<file path="src/rtl/serial_add_sub.sv">
// serial_add_sub: bit-serial signed adder/subtractor.
//
// This block computes A+B or A-B on WIDTH-bit two's-complement operands. It
// handles one bit per clock, using a single full-adder slice with a registered
// carry. The result is exact and WIDTH+1 bits wide, so it never wraps.
//
// Besides the result, the block also produces:
//   - the magnitude and sign of the result, for the display path;
//   - a flag that is set when the result does not fit in WIDTH signed bits.
//
// Ports:
//   clk        system clock, rising edge
//   rst        synchronous active-high reset
//   in_valid   operands and mode valid (accepted only in IDLE)
//   in_ready   high only in IDLE
//   a, b       signed WIDTH-bit operands
//   sub        0: a+b, 1: a-b
//   out_valid  result outputs valid (DONE)
//   out_ready  consumer accepts result (honoured only in DONE)
//   result     exact signed result, WIDTH+1 bits
//   magnitude  absolute value of result, WIDTH+1 bits
//   sign       1 when result is negative
//   overflow   result not representable in WIDTH signed bits
//   busy       high while the operation is in RUN or FIX
//
// Timing: operands are accepted at edge E0. out_valid rises after edge
// E(WIDTH+1). Result outputs hold their values until the next FIX edge.
module serial_add_sub #(
    parameter int unsigned WIDTH = 3
) (
    input  logic             clk,
    input  logic             rst,
    input  logic             in_valid,
    output logic             in_ready,
    input  logic [WIDTH-1:0] a,
    input  logic [WIDTH-1:0] b,
    input  logic             sub,
    output logic             out_valid,
    input  logic             out_ready,
    output logic [WIDTH:0]   result,
    output logic [WIDTH:0]   magnitude,
    output logic             sign,
    output logic             overflow,
    output logic             busy
);

    localparam int unsigned CW = $clog2(WIDTH) + 1;
    localparam logic [WIDTH:0] ONE = {{WIDTH{1'b0}}, 1'b1};

    typedef enum logic [1:0] {
        StIdle,
        StRun,
        StFix,
        StDone
    } state_e;

    state_e state_q, state_d;

    // Operand shift registers. They shift right and replicate the MSB. Once
    // all WIDTH bits have been consumed, bit 0 therefore still holds the
    // operand's sign bit, and the FIX step can reuse the same slice to form
    // the sign-extension bit.
    logic [WIDTH-1:0] a_sh_q, a_sh_d;
    logic [WIDTH-1:0] b_sh_q, b_sh_d;
    logic             sub_q, sub_d;
    logic             carry_q, carry_d;
    logic [CW-1:0]    cnt_q, cnt_d;
    logic [WIDTH-1:0] acc_q, acc_d;

    logic [WIDTH:0]   result_q, result_d;
    logic [WIDTH:0]   magnitude_q, magnitude_d;
    logic             sign_q, sign_d;
    logic             overflow_q, overflow_d;
    logic             out_valid_q, out_valid_d;
    logic             in_ready_q, in_ready_d;
    logic             busy_q, busy_d;

    // Full-adder slice
    logic           b_bit;
    logic           sum_bit;
    logic           carry_out;
    logic [WIDTH:0] full_res;

    always_comb begin
        b_bit     = b_sh_q[0] ^ sub_q;
        sum_bit   = a_sh_q[0] ^ b_bit ^ carry_q;
        carry_out = (a_sh_q[0] & b_bit) | (a_sh_q[0] & carry_q) | (b_bit & carry_q);
        // In FIX, sum_bit is the sign-extension bit computed from the MSBs.
        full_res  = {sum_bit, acc_q};
    end

    always_comb begin
        state_d     = state_q;
        a_sh_d      = a_sh_q;
        b_sh_d      = b_sh_q;
        sub_d       = sub_q;
        carry_d     = carry_q;
        cnt_d       = cnt_q;
        acc_d       = acc_q;
        result_d    = result_q;
        magnitude_d = magnitude_q;
        sign_d      = sign_q;
        overflow_d  = overflow_q;
        out_valid_d = out_valid_q;
        in_ready_d  = in_ready_q;
        busy_d      = busy_q;

        unique case (state_q)
            StIdle: begin
                if (in_valid) begin
                    a_sh_d     = a;
                    b_sh_d     = b;
                    sub_d      = sub;
                    // Subtraction is A + ~B + 1; the +1 enters as carry-in.
                    carry_d    = sub;
                    cnt_d      = '0;
                    state_d    = StRun;
                    in_ready_d = 1'b0;
                    busy_d     = 1'b1;
                end
            end
            StRun: begin
                carry_d = carry_out;
                acc_d   = {sum_bit, acc_q[WIDTH-1:1]};
                a_sh_d  = {a_sh_q[WIDTH-1], a_sh_q[WIDTH-1:1]};
                b_sh_d  = {b_sh_q[WIDTH-1], b_sh_q[WIDTH-1:1]};
                cnt_d   = cnt_q + CW'(1);
                if (cnt_q == CW'(WIDTH - 1)) begin
                    state_d = StFix;
                end
            end
            StFix: begin
                result_d    = full_res;
                sign_d      = full_res[WIDTH];
                // |result| <= 2^WIDTH, so WIDTH+1 bits always hold the magnitude.
                magnitude_d = full_res[WIDTH] ? (~full_res + ONE) : full_res;
                overflow_d  = full_res[WIDTH] ^ full_res[WIDTH-1];
                out_valid_d = 1'b1;
                busy_d      = 1'b0;
                state_d     = StDone;
            end
            StDone: begin
                if (out_ready) begin
                    out_valid_d = 1'b0;
                    in_ready_d  = 1'b1;
                    state_d     = StIdle;
                end
            end
            default: begin
                state_d = StIdle;
            end
        endcase
    end

    always_ff @(posedge clk) begin
        if (rst) begin
            state_q     <= StIdle;
            a_sh_q      <= '0;
            b_sh_q      <= '0;
            sub_q       <= 1'b0;
            carry_q     <= 1'b0;
            cnt_q       <= '0;
            acc_q       <= '0;
            result_q    <= '0;
            magnitude_q <= '0;
            sign_q      <= 1'b0;
            overflow_q  <= 1'b0;
            out_valid_q <= 1'b0;
            in_ready_q  <= 1'b1;
            busy_q      <= 1'b0;
        end else begin
            state_q     <= state_d;
            a_sh_q      <= a_sh_d;
            b_sh_q      <= b_sh_d;
            sub_q       <= sub_d;
            carry_q     <= carry_d;
            cnt_q       <= cnt_d;
            acc_q       <= acc_d;
            result_q    <= result_d;
            magnitude_q <= magnitude_d;
            sign_q      <= sign_d;
            overflow_q  <= overflow_d;
            out_valid_q <= out_valid_d;
            in_ready_q  <= in_ready_d;
            busy_q      <= busy_d;
        end
    end

    assign in_ready  = in_ready_q;
    assign out_valid = out_valid_q;
    assign result    = result_q;
    assign magnitude = magnitude_q;
    assign sign      = sign_q;
    assign overflow  = overflow_q;
    assign busy      = busy_q;

endmodule

</file>
<file path="config.mk">
export PLATFORM = sky130hd
export DESIGN_NAME = serial_add_sub
export DESIGN_NICKNAME = d
export VERILOG_FILES = /design/src/rtl/serial_add_sub.sv
export SDC_FILE = /design/constraint.sdc
export NUM_CORES = 1
export LEC_CHECK = 0
export BUFFER_PORTS_ARGS = -buffer_cell sky130_fd_sc_hd__buf_2
export CORE_ASPECT_RATIO = 0.6
export CORE_UTILIZATION = 45
export CTS_CLUSTER_SIZE = 25
export DETAILED_ROUTE_END_ITERATION = 6
export GPL_ROUTABILITY_DRIVEN = 0
export PLACE_DENSITY_LB_ADDON = 0.25
export SYNTH_ARGS = -nofsm -noshare
export SYNTH_HDL_FRONTEND = slang
export SYNTH_SLANG_ARGS = --single-unit
export TNS_END_PERCENT = 30
</file>
<file path="constraint.sdc">
create_clock -name clk -period 2.2 [get_ports clk]
set_input_delay 0.66 -clock clk [delete_from_list [all_inputs] [get_ports clk]]
set_output_delay 0.66 -clock clk [all_outputs]
set_load 0.02 [all_outputs]
</file>
---- After elaboration in Yosys (flattened, before gate mapping) ----
Cells that the tools add are included.
word-level totals
  logic and storage cells ................. 68
  flip-flop bits (word level) ............. 29
operators by class
  multiplexer cells ....................... 20
  equality and inequality tests ........... 7
  $add $sub $neg .......................... 2
  bitwise gates (word level) .............. 11
  reduce and logical (&&, ||, !) cells .... 12
operators by type and width
  cell                   count
  $pmux W3 S2            3
  $mux W3                3
  $reduce_and A3 Y1      3
  $pmux W1 S2            4
  $pmux W2 S4            1
  $reduce_and A2 Y1      4
  $reduce_bool A2 Y1     4
  $mux W2                3
  $ne A2 B2 Y1 const B   3
  $mux W1                5
  $add A4 B1 Y4 const B  1
  $eq A2 B2 Y1 const B   2
  $mux W4                1
  $not A4 Y4             1
  $xor A1 B1 Y1          4
  $add A3 B1 Y3 const B  1
  $and A1 B1 Y1          3
  $eq A3 B2 Y1 const B   1
  $eq A2 B1 Y1 const B   1
  $logic_not A2 Y1       1
  $or A1 B1 Y1           2
  $not A1 Y1             1

---- Depth between registers and ports, before layout ----
  word-level depth ........................ 6
  depth in mapped cells ................... 7
  depth with buffers taken out ............ 5

---- Worst setup path after synthesis ----
No wires, ideal clock.
  path kind ............................... register -> register
  start ................................... register sub_q
  end ..................................... register magnitude_q[2] (netlist: magnitude[2])
  path buffers ............................ 0
  setup time .............................. 0.086 ns
  setup slack ............................. 0.616 ns
  cell stages (with the launch flop) ...... 6
  arrival time ............................ 1.498 ns
  cell sequence ........................... dfxtp_1 -> xor2_1 -> fa_1 -> and2b_1 -> xnor2_1 -> a211oi_1
between the ends
  cells in the longest elaborated chain, start to end .. 4
RTL lines
  item                         line  text
  start, declared              65    logic sub_q, sub_d;
  start signal, assigned       175   sub_q <= sub_d;
  $xor A1 B1 Y1                85    b_bit = b_sh_q[0] ^ sub_q;
  $xor A1 B1 Y1 (2 in series)  86    sum_bit = a_sh_q[0] ^ b_bit ^ carry_q;
  via sum_bit                  80    logic sum_bit;
  $mux W4                      136   magnitude_d = full_res[WIDTH] ? (~full_res + ONE) : full_res;
  end signal, assigned         180   magnitude_q <= magnitude_d;
  end, declared                71    logic [WIDTH:0] magnitude_q, magnitude_d;
The timed path passes the listed nets, and every way through them passes these cells.
A chain may end at the register's enable or synchronous reset.

---- Worst setup path after layout ----
  start ................................... register b_sh_q[0]
  end ..................................... register magnitude_q[2] (netlist: magnitude[2])
between the ends
  cells in the longest elaborated chain, start to end .. 4
RTL lines
  item                         line  text
  start, declared              64    logic [WIDTH-1:0] b_sh_q, b_sh_d;
  start signal, assigned       174   b_sh_q <= b_sh_d;
  $xor A1 B1 Y1                85
  $xor A1 B1 Y1 (2 in series)  86
  via sum_bit                  80
  $mux W4                      136
The timed path passes the listed nets, and every way through them passes these cells.

==> results.cfg <==
[status]
status = finished clean

[worst_setup_path]
crit_chain = xor2_1, fa_1, and2b_1, xnor2_1, a211oi_1
path_class = reg2reg
endpoint_kind = register
cp_slowest_cell = fa_1
startpoint_type = register
critPathMaxFanout = 6
cp_num_buf_inv = 0
cpPeakStageDelay_ns = 0.57
cp_top_family = adder cells
cp_data_required_time_ns = 2.39
cp.arrival_ns = 2.00

[timing]
maxSlewViolCount = 0
fin_worst_skew_ns = 0.00682
finalHoldViolCount = 0
tns_ns = 0
maxSlewHeadroom = 0.586
setup-violations-final = 0
fin_crit_sh = 0.820
tightestPinTransition_ns = 0.621
fin_crit_ns = 1.80
rsz0062_at_grt = false
clock.fmax_mhz = 555

[floorplan]
die_w_um = 73.6
start_util = 0.478
core-area_um2 = 2890
rows = 15
die_area_um2 = 3310
fp.dieH_um = 44.9
ioPinCount = 24

[cts]
hold_buffers = 0
cts_max_level = 1
cts.path.max_buffers = 2
root_buffer = clkbuf_8
cts_resized = 0
clkTransAtPathRegs_ns = 0.10
cts_tree = yes
cts_sinks = 27
insertion_delay_ns = 0.28
post_cts_buffers = 0
cts_made_buffers = 3

[logic_synthesis]
syn_inst = 141
synth_warnings = 0
yosysSeqAreaShare = 0.391
syn_area_per_cell_um2 = 9.81
ys_ff_latch = 27
synth.cell_area_um2 = 1380
ys_types = 31
syn_nets = 161

[detailed_routing]
vias = 1002
routed_wl_mm = 2.74
drt_pass1_iterations = 4
vias_per_cell = 5.01
drt_iter0_drc = 36
drcViolationCount = 0
ant_nets = 0
wl_per_cell_um = 13.7

[global_routing]
grt_max_degree = 23
overflow = 0
grt_first_pass_wirelength_mm = 4.46
antenna_found_initial = 0
grt_util_all_layers = 0.184
grt_pass1_vias = 943

[placement]
dp_hpwl_mm = 2.03
port_buffers = 23

[finish]
fillerInstances = 279
post-route-util = 0.530
area_growth_pct = 10.8
fin_nets = 179
drive_above_1_share = 0.234
n_antenna_cell = 0

[hold_path]
hold_class = reg2reg

[power]
peakVddDrop_mv = 0.576
p_per_area_nw_per_um2 = 1270
leakagePower_nw = 0.650

[run]
maxCapViolCount = 0
[worst min-delay path, cell delays in order, from the launching register on]
cell	delay, ns
dfxtp_1	0.32
nand2_1	0.05
a21oi_1	0.05
[synthesized netlist by cell type]
master     instances  area [um2]
a211oi_1           3        22.5
a211oi_2           5        62.6
a21oi_1            9        45.0
a221oi_4           1        26.3
a2bb2oi_1          1        8.76
a32oi_1            1        8.76
and2b_1            1        7.51
buf_1              1        3.75
buf_2              5        25.0
buf_4              2        15.0
buf_6              3        33.8
clkbuf_2           1        5.00
dfxtp_1           27         541
fa_1               1        20.0
ha_1               8         100
inv_1              8        30.0
mux2_4             1        15.0
mux2i_1           17         170
nand2_1            7        26.3
nand2b_1           5        31.3
nand3_1            2        10.0
nand4_1            2        12.5
nor2_1            18        67.6
nor2b_1            2        12.5
nor2b_2            1        8.76
nor4b_1            1        8.76
o21bai_1           3        22.5
o32ai_1            1        8.76
or2b_1             1        7.51
xnor2_1            2        17.5
xor2_1             1        8.76
[layout make-up]
| class | instances | area [um2] | area share |
|---|---|---|---|
| clock buffers | 3 | 41.3 | 0.0270 |
| flip-flops and latches | 27 | 541 | 0.353 |
| well taps | 42 | 52.6 | 0.0343 |
| repair buffers | 25 | 130 | 0.0850 |
| multi-input cells | 94 | 729 | 0.476 |
| inverters | 8 | 30.0 | 0.0196 |
| clock inverters | 1 | 7.51 | 0.00490 |
[cell usage in the layout (no fill, tap or decap)]
master	Yosys	final
o21bai_1	3	3
buf_4	2	2
a32oi_1	1	1
xnor2_1	2	2
ha_1	8	8
a221oi_4	1	1
clkinvlp_4	0	1
nor2b_2	1	1
dfxtp_1	27	27
a211oi_2	5	5
inv_1	8	8
nand3_1	2	2
nor2_1	18	18
nor2b_1	2	2
mux2_4	1	1
or2b_1	1	1
buf_2	5	23
clkbuf_8	0	3
nor4b_1	1	1
nand2b_1	5	5
mux2i_1	17	17
a2bb2oi_1	1	1
and2b_1	1	1
a21oi_1	9	9
a211oi_1	3	3
xor2_1	1	1
nand2_1	7	7
fa_1	1	1
o32ai_1	1	1
nand4_1	2	2
[metal layers]
layer  up-vias  routed length, um  global-route usage
li1        511                  -                   -
met1       468               1480               0.261
met2        21               1140               0.286
met3         2                106              0.0469
met4         0                 18              0.0346
met5         -                  0                   0
[per-stage QoR]
| step | hold slack [ns] | std cells | total power [mW] | setup WS, ns | area, um2 |
|---|---|---|---|---|---|
| 2_1_floorplan | 0.432 | 141 | 1.51 | 0.616 | 1380 |
| 3_3_place_gp | 0.442 | 196 | 1.62 | 0.563 | 1480 |
| 3_5_place_dp | 0.449 | 196 | 1.66 | 0.444 | 1480 |
| 4_1_cts | 0.463 | 200 | 1.95 | 0.413 | 1530 |
| 5_1_grt | 0.505 | 200 | 2.09 | 0.262 | 1530 |
| 6_report | 0.462 | 200 | 1.95 | 0.397 | 1530 |
[cells by family after synthesis]
group,after synthesis,synth area share
adder cells (fa/ha/maj),9,0.0869
AO/OA/AOI/OAI,24,0.148
AND/OR/NAND/NOR,40,0.139
multiplexers,18,0.134
buffers and inverters,20,0.0814
flip-flops,27,0.391
XOR/XNOR,3,0.0190
[flip-flops by register name, indices dropped and copies added, names as in the netlist]
name,count
in_ready,1
magnitude,3
a_sh_q,3
acc_q,3
out_valid,1
cnt_q,3
carry_q,1
b_sh_q,3
result,4
state_q,2
overflow,1
sub_q,1
busy,1
[path summary, 6_finish.rpt]
check | start | endpoint | slack, ns | depth (start not counted)
min | b_sh_q[2]$_SDFFE_PP0P_ | b_sh_q[2]$_SDFFE_PP0P_ | 0.46 | 2
max reg2reg | b_sh_q[0]$_SDFFE_PP0P_ | magnitude[2]$_SDFFE_PP0P_ | 0.40 | 5
min reg2reg | b_sh_q[2]$_SDFFE_PP0P_ | b_sh_q[2]$_SDFFE_PP0P_ | 0.46 | 2
max | b_sh_q[0]$_SDFFE_PP0P_ | magnitude[2]$_SDFFE_PP0P_ | 0.40 | 5
[power by group]
part / switching, mW / internal [mW] / total (mW)
clock network: 0.162 / 0.129 / 0.291
logic: 0.530 / 0.408 / 0.938
registers: 0.105 / 0.616 / 0.721
total: 0.796 / 1.15 / 1.95
(Power assumes the default switching activity.)
